[src/rtl/fetch_unit_pkg.sv]
// Shared types for the fetch stage: machine words, instruction words,
// the IF/ID pipeline record and the fetch FSM encoding.
package common;
    typedef logic [63:0] word_t;
    typedef logic [31:0] inst_t;

    localparam word_t DEFAULT_RESET_PC = 64'h8000_0000;
    localparam word_t ALIGN_MASK       = ~64'h3;
endpackage

package temp_storage;
    import common::*;

    typedef struct packed {
        inst_t inst;
        word_t inst_pc;
        logic  valid;
    } if_id;

    typedef enum logic [1:0] {
        REQ,
        HOLD,
        DRAIN
    } fetch_state_t;
endpackage

[src/rtl/fetch_unit_if.sv]
// Instruction-memory request/response bus between fetch and imem.
interface fetch_unit_if;
    import common::*;

    logic  imem_req_valid;
    word_t imem_req_addr;
    logic  imem_resp_data_ok;
    inst_t imem_resp_data;

    modport master (
        output imem_req_valid,
        output imem_req_addr,
        input  imem_resp_data_ok,
        input  imem_resp_data
    );

    modport slave (
        input  imem_req_valid,
        input  imem_req_addr,
        output imem_resp_data_ok,
        output imem_resp_data
    );
endinterface

[src/rtl/fetch_unit_skid_buffer.sv]
// One-entry holder for an instruction fetched while decode was stalled.
module fetch_skid_buffer
    import common::*;
(
    input  logic  clk,
    input  logic  reset_n,
    input  logic  load_i,
    input  logic  unload_i,
    input  logic  clear_i,
    input  inst_t inst_i,
    input  word_t pc_i,
    output inst_t inst_o,
    output word_t pc_o,
    output logic  full_o
);

    inst_t inst_q;
    word_t pc_q;
    logic  full_q;

    always_ff @(posedge clk or negedge reset_n) begin
        if (!reset_n) begin
            inst_q <= '0;
            pc_q   <= '0;
            full_q <= 1'b0;
        end else if (clear_i || unload_i) begin
            full_q <= 1'b0;
        end else if (load_i) begin
            inst_q <= inst_i;
            pc_q   <= pc_i;
            full_q <= 1'b1;
        end
    end

    assign inst_o = inst_q;
    assign pc_o   = pc_q;
    assign full_o = full_q;

endmodule

[src/rtl/fetch_unit.sv]
// Instruction-fetch stage: single-outstanding imem requests, PC tracking,
// registered IF/ID record, stall skid and redirect flush with drain.
module fetch_unit
    import common::*;
    import temp_storage::*;
#(
    parameter word_t RESET_PC = DEFAULT_RESET_PC
) (
    input  logic                clk,
    input  logic                reset_n,
    fetch_unit_if.master        imem,
    input  logic                stall,
    input  logic                redirect_valid,
    input  word_t               redirect_pc,
    output if_id                if_id_state
);

    fetch_state_t state_q, state_d;
    word_t        pc_q, pc_d;
    word_t        drain_addr_q, drain_addr_d;
    if_id         ifid_q, ifid_d;

    logic  skid_load, skid_unload, skid_clear, skid_full;
    inst_t skid_inst;
    word_t skid_pc;
    word_t pc_next;

    fetch_skid_buffer u_skid (
        .clk      (clk),
        .reset_n  (reset_n),
        .load_i   (skid_load),
        .unload_i (skid_unload),
        .clear_i  (skid_clear),
        .inst_i   (imem.imem_resp_data),
        .pc_i     (pc_q),
        .inst_o   (skid_inst),
        .pc_o     (skid_pc),
        .full_o   (skid_full)
    );

    assign pc_next = (pc_q + 64'd4) & ALIGN_MASK;

    // pc takes a redirect target immediately, so the stale address of the
    // request being drained is kept separately to hold the bus stable.
    assign imem.imem_req_valid = reset_n && (state_q == REQ || state_q == DRAIN);
    assign imem.imem_req_addr  = (state_q == DRAIN) ? drain_addr_q : pc_q;
    assign if_id_state         = ifid_q;

    always_ff @(posedge clk or negedge reset_n) begin
        if (!reset_n) begin
            state_q      <= REQ;
            pc_q         <= RESET_PC & ALIGN_MASK;
            drain_addr_q <= RESET_PC & ALIGN_MASK;
            ifid_q       <= '0;
        end else begin
            state_q      <= state_d;
            pc_q         <= pc_d;
            drain_addr_q <= drain_addr_d;
            ifid_q       <= ifid_d;
        end
    end

    always_comb begin
        state_d      = state_q;
        pc_d         = pc_q;
        drain_addr_d = drain_addr_q;
        ifid_d       = ifid_q;
        skid_load    = 1'b0;
        skid_unload  = 1'b0;
        skid_clear   = 1'b0;

        if (state_q == REQ) drain_addr_d = pc_q;

        if (redirect_valid) begin
            pc_d         = redirect_pc & ALIGN_MASK;
            ifid_d.valid = 1'b0;
            skid_clear   = 1'b1;
            case (state_q)
                REQ:     state_d = imem.imem_resp_data_ok ? REQ : DRAIN;
                HOLD:    state_d = REQ;
                DRAIN:   state_d = DRAIN;
                default: state_d = REQ;
            endcase
        end else begin
            case (state_q)
                REQ: begin
                    if (imem.imem_resp_data_ok) begin
                        if (!stall) begin
                            ifid_d = '{inst: imem.imem_resp_data, inst_pc: pc_q, valid: 1'b1};
                        end else begin
                            skid_load = 1'b1;
                            state_d   = HOLD;
                        end
                        pc_d = pc_next;
                    end else if (!stall) begin
                        ifid_d.valid = 1'b0;
                    end
                end
                HOLD: begin
                    if (!stall && skid_full) begin
                        ifid_d      = '{inst: skid_inst, inst_pc: skid_pc, valid: 1'b1};
                        skid_unload = 1'b1;
                        state_d     = REQ;
                    end
                end
                DRAIN: begin
                    if (imem.imem_resp_data_ok) state_d = REQ;
                end
                default: state_d = REQ;
            endcase
        end
    end

endmodule

[src/flat_wrapper.sv]
// flat-port wrapper written by rule: the top's interface ports become plain ports
module fetch_unit_flat import common::*; import temp_storage::*;
#(
    parameter word_t RESET_PC = DEFAULT_RESET_PC
)
  (clk, reset_n, stall, redirect_valid, redirect_pc, if_id_state, imem_imem_req_valid, imem_imem_req_addr, imem_imem_resp_data_ok, imem_imem_resp_data);
  fetch_unit_if imem_i ();
  input  logic clk;
  input  logic reset_n;
  input  logic stall;
  input  logic redirect_valid;
  input  word_t redirect_pc;
  output if_id if_id_state;
  output wire logic [$bits(imem_i.imem_req_valid)-1:0] imem_imem_req_valid;
  output wire logic [$bits(imem_i.imem_req_addr)-1:0] imem_imem_req_addr;
  input wire logic [$bits(imem_i.imem_resp_data_ok)-1:0] imem_imem_resp_data_ok;
  input wire logic [$bits(imem_i.imem_resp_data)-1:0] imem_imem_resp_data;
  assign imem_imem_req_valid = imem_i.imem_req_valid;
  assign imem_imem_req_addr = imem_i.imem_req_addr;
  assign imem_i.imem_resp_data_ok = imem_imem_resp_data_ok;
  assign imem_i.imem_resp_data = imem_imem_resp_data;
  fetch_unit #(.RESET_PC(RESET_PC)) u_core (.clk(clk), .reset_n(reset_n), .imem(imem_i), .stall(stall), .redirect_valid(redirect_valid), .redirect_pc(redirect_pc), .if_id_state(if_id_state));
endmodule
[config.mk]
export PLATFORM = sky130hd
export DESIGN_NAME = fetch_unit_flat
export DESIGN_NICKNAME = d
export VERILOG_FILES = /design/src/rtl/fetch_unit_pkg.sv /design/src/rtl/fetch_unit_if.sv /design/src/rtl/fetch_unit_skid_buffer.sv /design/src/rtl/fetch_unit.sv /design/src/flat_wrapper.sv
export SDC_FILE = /design/constraint.sdc
export NUM_CORES = 1
export LEC_CHECK = 0
export ABC_AREA = 0
export CAP_MARGIN = 20
export CORE_AREA = 2 2 180 182
export CTS_CLUSTER_DIAMETER = 150
export DETAILED_ROUTE_END_ITERATION = 8
export DIE_AREA = 0 0 182 184
export HOLD_SLACK_MARGIN = 0.06
export MAX_ROUTING_LAYER = met4
export PLACE_DENSITY_LB_ADDON = 0.15
export SLEW_MARGIN = 20
export SYNTH_ARGS = -nofsm -noshare
export SYNTH_HDL_FRONTEND = slang
export SYNTH_SLANG_ARGS = --single-unit
export TNS_END_PERCENT = 10
[constraint.sdc]
create_clock -name clk -period 2.5 [get_ports clk]
set_input_delay 0.25 -clock clk [delete_from_list [all_inputs] [get_ports clk]]
set_output_delay 0.25 -clock clk [all_outputs]
set_load 0.03 [all_outputs]
Word-level counts from Yosys, hierarchy flattened
Cells that the tools add are included.
Widths: inputs -> output; s select.
{"block": "word_totals", "mem_bits_ro": 0, "latchBits": 0, "mem_bits_rw": 0, "elab_cells": 67, "reg_bits": 324, "inputBits": 101, "out_inout_bits": 162, "mem_count": 0}
{"block": "classes", "n_lt_le_gt_ge": 0, "n_eq_ne": 10, "add_sub_neg": 1, "mul": 0, "mux": 29, "n_reduce_logical": 16, "shifts": 0, "n_bitwise": 2, "div": 0}
{"op": "$mux 64", "n": 4}
{"op": "$mux 97", "n": 2}
{"op": "$pmux 97 s2", "n": 1}
{"op": "$mux 96", "n": 1}
{"op": "$add 64x3->64 const B", "n": 1}
{"op": "$mux 1", "n": 13}
{"op": "$mux 2", "n": 6}
{"op": "$ne 3x3->1 const B", "n": 4}
{"op": "$reduce_bool 2->1", "n": 4}
{"op": "$pmux 2 s3", "n": 1}
{"op": "$reduce_and 5->1", "n": 1}
{"op": "$ne 2x2->1 const B", "n": 2}
{"op": "$pmux 2 s2", "n": 1}
{"op": "$reduce_and 2->1", "n": 2}
{"op": "$reduce_and 4->1", "n": 1}
{"op": "$ne 3x2->1 const B", "n": 1}
{"op": "$reduce_and 3->1", "n": 1}
{"op": "$reduce_bool 3->1", "n": 1}
{"op": "$eq 2x1->1 const B", "n": 1}
{"op": "$eq 2x2->1 const B", "n": 1}
{"op": "$logic_and 1x1->1", "n": 2}
{"op": "$logic_not 2->1", "n": 1}
{"op": "$logic_or 1x1->1", "n": 2}
{"op": "$ne 2x1->1 const B", "n": 1}
{"op": "2 further kinds", "n": 3}

Logic depth before layout (Yosys ltp)
Gate-level depths: netlist of run 1.
{"block": "depth", "word_depth": 8, "mapped_depth": 8, "mapped_depth_nobuf": 6}

Modules after synthesis
From an unflattened synthesis of run 1, not the netlist that was laid out.
{"block": "hier_totals", "hier_cells": 1312, "area_unflattened_um2": 14780.4}
{"module": "fetch_unit", "area_per_inst_um2": 11173.2, "cells_each": 1106, "seq_area_each_um2": 5582.9, "n_inst": 1}
{"module": "fetch_skid_buffer", "area_per_inst_um2": 3607.2, "cells_each": 206, "seq_area_each_um2": 2427.3, "n_inst": 1}

Worst setup path after synthesis of run 1
Ideal clock, no wire load.
{"block": "synth_timing", "path_type": "register to register", "from": "reg u_core.pc_q[20]", "to": "reg u_core.pc_q[56]", "stages_incl_launch_ff": 7, "t_required_ns": 2.418, "n_path_buf": 1, "setup_time_ns": 0.082, "arrival_ns": 2.288, "slack_ns": 0.130, "period_less_slack_ns": 2.370, "cell_sequence": "dfrtp_1 > buf_2 > nand4_1 > or4_1 > or4_1 > or4_1 > a31oi_1"}
{"block": "synth_between", "elab_chain_cells": 4}
{"item": "start: declaration", "line_no": "fetch_unit.sv:19", "source": "word_t pc_q, pc_d;"}
{"item": "start signal: assignment", "line_no": "fetch_unit.sv:52", "source": "pc_q <= RESET_PC & ALIGN_MASK;"}
{"item": "start signal: assignment", "line_no": "fetch_unit.sv:57", "source": "pc_q <= pc_d;"}
{"item": "$add 64x3->64", "line_no": "fetch_unit.sv:41", "source": "assign pc_next = (pc_q + 64'd4) & ALIGN_MASK;"}
{"item": "$mux 64", "line_no": "fetch_unit.sv:87", "source": "if (imem.imem_resp_data_ok) begin"}
{"item": "$mux 64", "line_no": "fetch_unit.sv:85", "source": "case (state_q)"}
{"item": "$mux 64", "line_no": "fetch_unit.sv:74", "source": "if (redirect_valid) begin"}
Every way passes these cells. The select of a mux whose other input is x is not followed.
A chain may end at the register's enable or synchronous reset.

Worst setup path in the final report of run 1
{"block": "layout_timing", "from": "reg u_core.state_q[1]", "to": "out imem_imem_req_addr[54]"}
{"block": "layout_between", "elab_chain_cells": 2}
{"item": "start: declaration", "line_no": "fetch_unit.sv:18", "source": "fetch_state_t state_q, state_d;"}
{"item": "start signal: assignment", "line_no": "fetch_unit.sv:56", "source": "state_q <= state_d;"}
{"item": "$eq 2x2->1", "line_no": "fetch_unit.sv:46", "source": "assign imem.imem_req_addr = (state_q == DRAIN) ? drain_addr_q : pc_q;"}
{"item": "$mux 64", "line_no": "fetch_unit.sv:46"}
{"item": "end: declaration", "line_no": "flat_wrapper.sv:15", "source": "output wire logic [$bits(imem_i.imem_req_addr)-1:0] imem_imem_req_addr;"}
Every way passes these cells.

==> impl_metrics.tcl, run 1 <==
set metrics [dict create \
    status "completed" \
    yosysMostFrequentCell "dfrtp_1" \
    routabilityCongestion 0.864 \
    antenna_found_initial 1 \
    hold_viol_final 0 \
    max_cap_violations 0 \
    r2r_start "u_core.pc_q[9]" \
    slew_headroom_pct 53.1 \
    start_kind "flop" \
    path_cells "nor2b_4 > buf_4 > bufbuf_16 > o21ai_0 > buf_12" \
    drv_slew 0 \
    clock_latency_ps 520 \
    synth_area_leaders "dfrtp_1 (53%), mux2_2 (14%), mux2i_1 (5.9%)" \
    fillers 2563 \
    avgSynthCellArea_sq_um 10.8 \
    clock-skew-final_ps 23.3 \
    async_reset_ff_share_pct 100 \
    cp_max_fo 25 \
    rr_endpoint "u_core.pc_q[41]" \
    start_util_pct 47.4 \
    cts_buffers 36 \
    num_io_pins 263 \
    synth.ff_latch_count 316 \
    netlist.area_leader.share_pct 52.8 \
    ir_drop_mv 0.563 \
    die_w_microns 182 \
    crit_path_end_kind "output port" \
    stdcell_area_sq_mm 0.0196 \
    p_total_uw 17800 \
    cts.htree.levels 2 \
    area_growth_pct 31.9 \
    dp_hpwl_microns 26800 \
    rows 65 \
    nets 1755 \
    drt_iter0_drc 832 \
    finalWorstSetupSlack_ps 48.0 \
    reg2regPathDepth 5 \
    grt_setup_unrepaired "false" \
    vias 11400 \
    ys_seq_area_share_pct 53.1 \
    grt_overflow 0 \
    cp_data_arrival_time_ps 2200 \
    synth_top_area_cell "dfrtp_1" \
    post-route-min-period_ps 2450 \
    syn-instance-count 1378 \
    avgRoutedWirePerCell_microns 18.9 \
    grt_pass1_wl_microns 63100 \
    p_per_area_mw_per_mm2 905 \
    min_path_type "primary input to async pin" \
    cts_tree "built" \
    placed_cell_area_sq_mm 0.0185 \
    setup_violations 0 \
    yosys_warnings 0 \
    tns_ps 0 \
    wirelength_microns 39400 \
    die_h_microns 184 \
    portBuffers 256 \
    cp_slowest_stage_delay_ps 450 \
    cts_root_buf "clkbuf_16" \
    dp_slack_ps -21.8 \
    cts_buffer_depth 3 \
    worst_ep_required_time_ps 2250 \
    leakage_uw 0.00829 \
    avgViaCountPerCell 5.45 \
    path_class "flop to output port" \
    clock_sinks 316 \
    ant_nets 0 \
    yosys_most_used_dff "dfrtp_1" \
    path_clk_slew_ps 70 \
    synth.cell_area_sq_mm 0.0149 \
    grt_pass1_vias 11600 \
    post-route-period-util_pct 98.1 \
    coreArea_sq_mm 0.0314 \
    drc 0 \
    die_area_sq_mm 0.0335 \
    final_util_pct 62.5 \
    worst_pin_slew_ps 697 \
    cpMaxStageDelayCell "dfrtp_2" \
    fmax_ghz 0.408 \
    grt_max_degree 124 \
    synth_cell_types 51 \
    drt_first_pass_iters 5 \
    synth_common_cells "dfrtp_1 (314), nand2_1 (189), mux2_2 (188), o21ai_0 (166), clkbuf_1 (90)" \
    track_usage_pct 24.6 \
    drive_above_1_share_pct 24.2 \
    synth_edf_count 0 \
    reg2reg_slack_ps 110 \
]
-- how the worst max path moves through the flow --
stage	startpoint	end	slack, ps	depth (start not counted)
6_report	u_core.state_q[1]	imem_imem_req_addr[54]	50	5
5_1_grt	u_core.state_q[1]	imem_imem_req_addr[45]	0.8	5
4_1_cts	u_core.state_q[1]	imem_imem_req_addr[53]	3	5
3_5_place_dp	u_core.pc_q[11]	u_core.pc_q[45]	-20	5
3_3_place_gp	u_core.pc_q[9]	u_core.pc_q[41]	10	5
2_1_floorplan	u_core.pc_q[20]	u_core.pc_q[56]	130	6
-- registers in the layout, summed over array words and instances (netlist names) --
register / flops
u_core.state_q: 2
u_core.if_id_state: 95
u_core.u_skid.full_o: 1
u_core.pc_q: 62
u_core.u_skid.pc_o: 62
u_core.u_skid.inst_o: 32
u_core.drain_addr_q: 62
-- what timing repair did --
item / in CTS / in global routing
cloned: 1 / 0
hold endpoints to repair: 191 / 0
hold buffers: 1 / 0
setup endpoints to repair: 44 / 17
gates resized for setup: 65 / 25
setup buffers: 1 / 0
-- through the flow --
step           hold slack [ps]  std cells
2_1_floorplan            -45.6       1381
3_3_place_gp               122       2014
3_5_place_dp               122       2014
4_1_cts                    190       2081
5_1_grt                    206       2082
6_report                   198       2082
-- final cells by class --
class | count | area, sq um | share of cell area [%]
well taps | 402 | 503 | 2.56
multi-input cells | 928 | 6500 | 33.1
inverters | 17 | 63.8 | 0.325
repair buffers | 354 | 3480 | 17.7
diodes | 1 | 2.50 | 0.0127
flip-flops and latches | 316 | 7910 | 40.3
clock inverters | 14 | 161 | 0.822
clock buffers | 50 | 1010 | 5.17
-- logic make-up (layout without fill, tap and decap cells) --
logic type | Yosys count | count (layout) | share of synthesized area (%)
muxes | 276 | 276 | 20.1
DFF | 316 | 316 | 53.1
adders and majority gates | 1 | 1 | 0.0840
buffers and inverters | 137 | 435 | 3.70
and+or+nand+nor | 390 | 390 | 12.7
AOI/OAI and AO/OA | 221 | 221 | 8.11
xor gates and xnor gates | 36 | 36 | 2.12
other | 1 | 5 | 0.0252
-- worst max-delay path, delay by kind of cell, from the launching register on --
family                 cells  cell delay [ps]
AOI/OAI and AO/OA          1              440
buffers and inverters      3              640
DFF                        1              450
and+or+nand+nor            1              150
-- layout by cell type (no fill, tap or decap), types with 25 or more instances in the layout --
master,instances
nand2_1,189
nor2_1,44
buf_4,95
mux2i_1,88
xnor2_1,28
nand3_1,25
clkbuf_16,37
clkdlybuf4s50_1,191
nand4_1,28
mux2_2,188
dfrtp_1,312
o21ai_0,166
-- where the power goes --
part | leakage (uW) | switching (uW) | internal (uW) | total, uW
Combinational | 0.00387 | 2940 | 2480 | 5420
Clock | 0.000580 | 2110 | 3160 | 5270
Sequential | 0.00384 | 697 | 6380 | 7070
-- metal layers --
metal / GRT usage, % / routed length [microns] / vias to the layer above
met2: 39.8 / 18600 / 323
li1: - / - / 5394
met1: 32.6 / 18000 / 5573
met5: - / 0 / -
met3: 3.76 / 1970 / 67
met4: 6.45 / 816 / 0
No activity file was read; power rests on OpenSTA's default activity.
==> run 2, diff against run 1 <==
ABC_AREA = not set   (was 0)
==> results of run 2 <==
Final layout, timing and power as in run 1 (identical DEF).
==> run 3, diff against run 2 <==
CAP_MARGIN = not set   (was 20)
CORE_AREA = 2 2 164 198   (was 2 2 180 182)
DIE_AREA = 0 0 166 200   (was 0 0 182 184)
==> run 3 against run 2 <==
Against the previous run: utilization up 0.40 points; sequential cell count unchanged; maximum frequency down 0.99%; non-clock buffer count up 10; sequential share of layout area about the same; critical path depth unchanged; hold slack better by 53 ps; clock-buffer cell count up 1; power down 1.1%; final cell count up 0.24%; routed wire length up 0.11%.
==> impl_metrics.tcl, run 3 (same netlist as run 1, synthesis figures left out) <==
set metrics [dict create \
    status "completed" \
    worst_pin_slew_ps 655 \
    grt_overflow 0 \
    final-seq-area_sq_mm 0.00791 \
    crit_path_end_kind "output port" \
    stdcell_count 2087 \
    path_class "flop to output port" \
    final_common_cell "dfrtp_1" \
    post-route-min-period_ps 2480 \
    cts.htree.levels 2 \
    clock_latency_ps 520 \
    p_per_area_mw_per_mm2 895 \
    die_w_microns 166 \
    drt_first_pass_iters 5 \
    portBuffers 256 \
    max_cap_violations 0 \
    coreArea_sq_mm 0.0312 \
    avgViaCountPerCell 5.47 \
    cts_tree "built" \
    drive_above_1_share_pct 24.3 \
    path_clk_slew_ps 70 \
    grt_setup_unrepaired "true" \
    hold_viol_final 0 \
    antenna_found_initial 3 \
    track_usage_pct 24.0 \
    rows 71 \
    setup_violations 0 \
    ir_drop_mv 0.698 \
    start_kind "flop" \
    worst_ep_required_time_ps 2250 \
    slew_headroom_pct 55.9 \
    reg2reg_slack_ps 100 \
    dp_hpwl_microns 27600 \
    largest_reg_flops 95 \
    grt_max_degree 91 \
    num_io_pins 263 \
    vias 11400 \
    ant_nets 0 \
    routabilityCongestion 0.860 \
    cp_data_arrival_time_ps 2230 \
    post-route-period-util_pct 99.1 \
    start_util_pct 47.7 \
    avgRoutedWirePerCell_microns 18.9 \
    die_area_sq_mm 0.0332 \
    leakage_uw 0.00833 \
    clock_sinks 316 \
    final_util_pct 63.0 \
    area_growth_pct 31.9 \
    min_path_type "primary input to async pin" \
    cts_buffers 34 \
    drv_slew 0 \
    wirelength_microns 39500 \
    grt_pass1_vias 11500 \
    die_h_microns 200 \
    final_cell_mix "dfrtp_1 (312), clkdlybuf4s50_1 (191), nand2_1 (189)" \
    clkPwrFrac_pct 29.4 \
    cp_max_fo 18 \
    placed_cells 2019 \
    grt_pass1_wl_microns 62200 \
    internal_power_uw 11900 \
    tns_ps 0 \
    p_seq_share_pct 40.2 \
    drc 0 \
    cts_buffer_depth 3 \
    fillers 2542 \
    fmax_ghz 0.404 \
    p_sw_share_pct 32.0 \
    p_switching_uw 5630 \
    drt_iter0_drc 625 \
    multiInputGateArea_sq_mm 0.00650 \
    cts_root_buf "clkbuf_16" \
    nets 1763 \
    clock-skew-final_ps 24.2 \
    p_comb_share_pct 30.4 \
]
## run 3: per-stage QoR
step | power (uW) | hold slack [ps] | worst slack [ps] | instance area [sq um]
floorplan | 10200 | -45.6 | 130 | 14900
global placement | 12500 | 205 | 47.1 | 18500
detailed placement | 12600 | 196 | -27.6 | 18500
CTS | 17700 | 257 | -1.09 | 19600
global route | 18500 | 283 | -29.5 | 19600
finish | 17600 | 250 | 23.5 | 19600
## run 3: worst paths after layout
| kind | start | endpoint | cells after the start |
|---|---|---|---|
| setup / recovery | u_core.state_q[0] | imem_imem_req_addr[19] | 5 |
| hold / removal | reset_n | u_core.if_id_state[48] | 2 |
| setup reg to reg | u_core.pc_q[9] | u_core.pc_q[41] | 5 |
| hold reg to reg | u_core.if_id_state[78] | u_core.if_id_state[78] | 2 |
| max in group asynchronous | reset_n | u_core.pc_q[44] | 3 |
| min in group clk | redirect_pc[31] | u_core.pc_q[31] | 3 |
## run 3: worst max-delay path, stage by stage, from the launching register on
cell             delay [ps]
dfrtp_2                 490
nor2b_4                 200
buf_12                  150
clkbuf_16               180
mux2_2                  350
clkdlybuf4s15_1         340
## run 3: what timing repair did
item | 4_1_cts | 5_1_grt
endpoints found under the hold margin | 124 | 0
endpoints found under the setup margin | 54 | 30
hold buffers | 1 | 0
cloned | 0 | 2
buffers inserted | 0 | 4
gates resized for setup | 48 | 38
## run 3: per-layer routing
metal / GRT usage [%] / part of all wire [%] / wire, microns / up-vias
li1: - / - / - / 5415
met1: 30.9 / 44 / 17200 / 5619
met2: 39.4 / 49 / 19300 / 311
met3: 4.12 / 4.9 / 1930 / 72
met4: 7.41 / 2.5 / 982 / 0
met5: - / 0 / 0 / -
## run 3: power groups by stage
stage | Combinational, uW | Clock [uW] | Sequential (uW)
finish | 5350 | 5160 | 7070
global placement | 5380 | 0 | 7070
floorplan | 2370 | 0 | 7840
detailed placement | 5450 | 0 | 7140
CTS | 5370 | 5290 | 7060
global route | 5740 | 5500 | 7220
## run 3: final cells by class
class | instances | share of cell area, %
Sequential cell | 316 | 40.3
Multi-Input combinational cell | 928 | 33.1
Timing Repair Buffer | 364 | 17.8
Clock buffer | 51 | 5.24
Tap cell | 401 | 2.56
Clock inverter | 8 | 0.586
Inverter | 17 | 0.325
Antenna cell | 2 | 0.0255
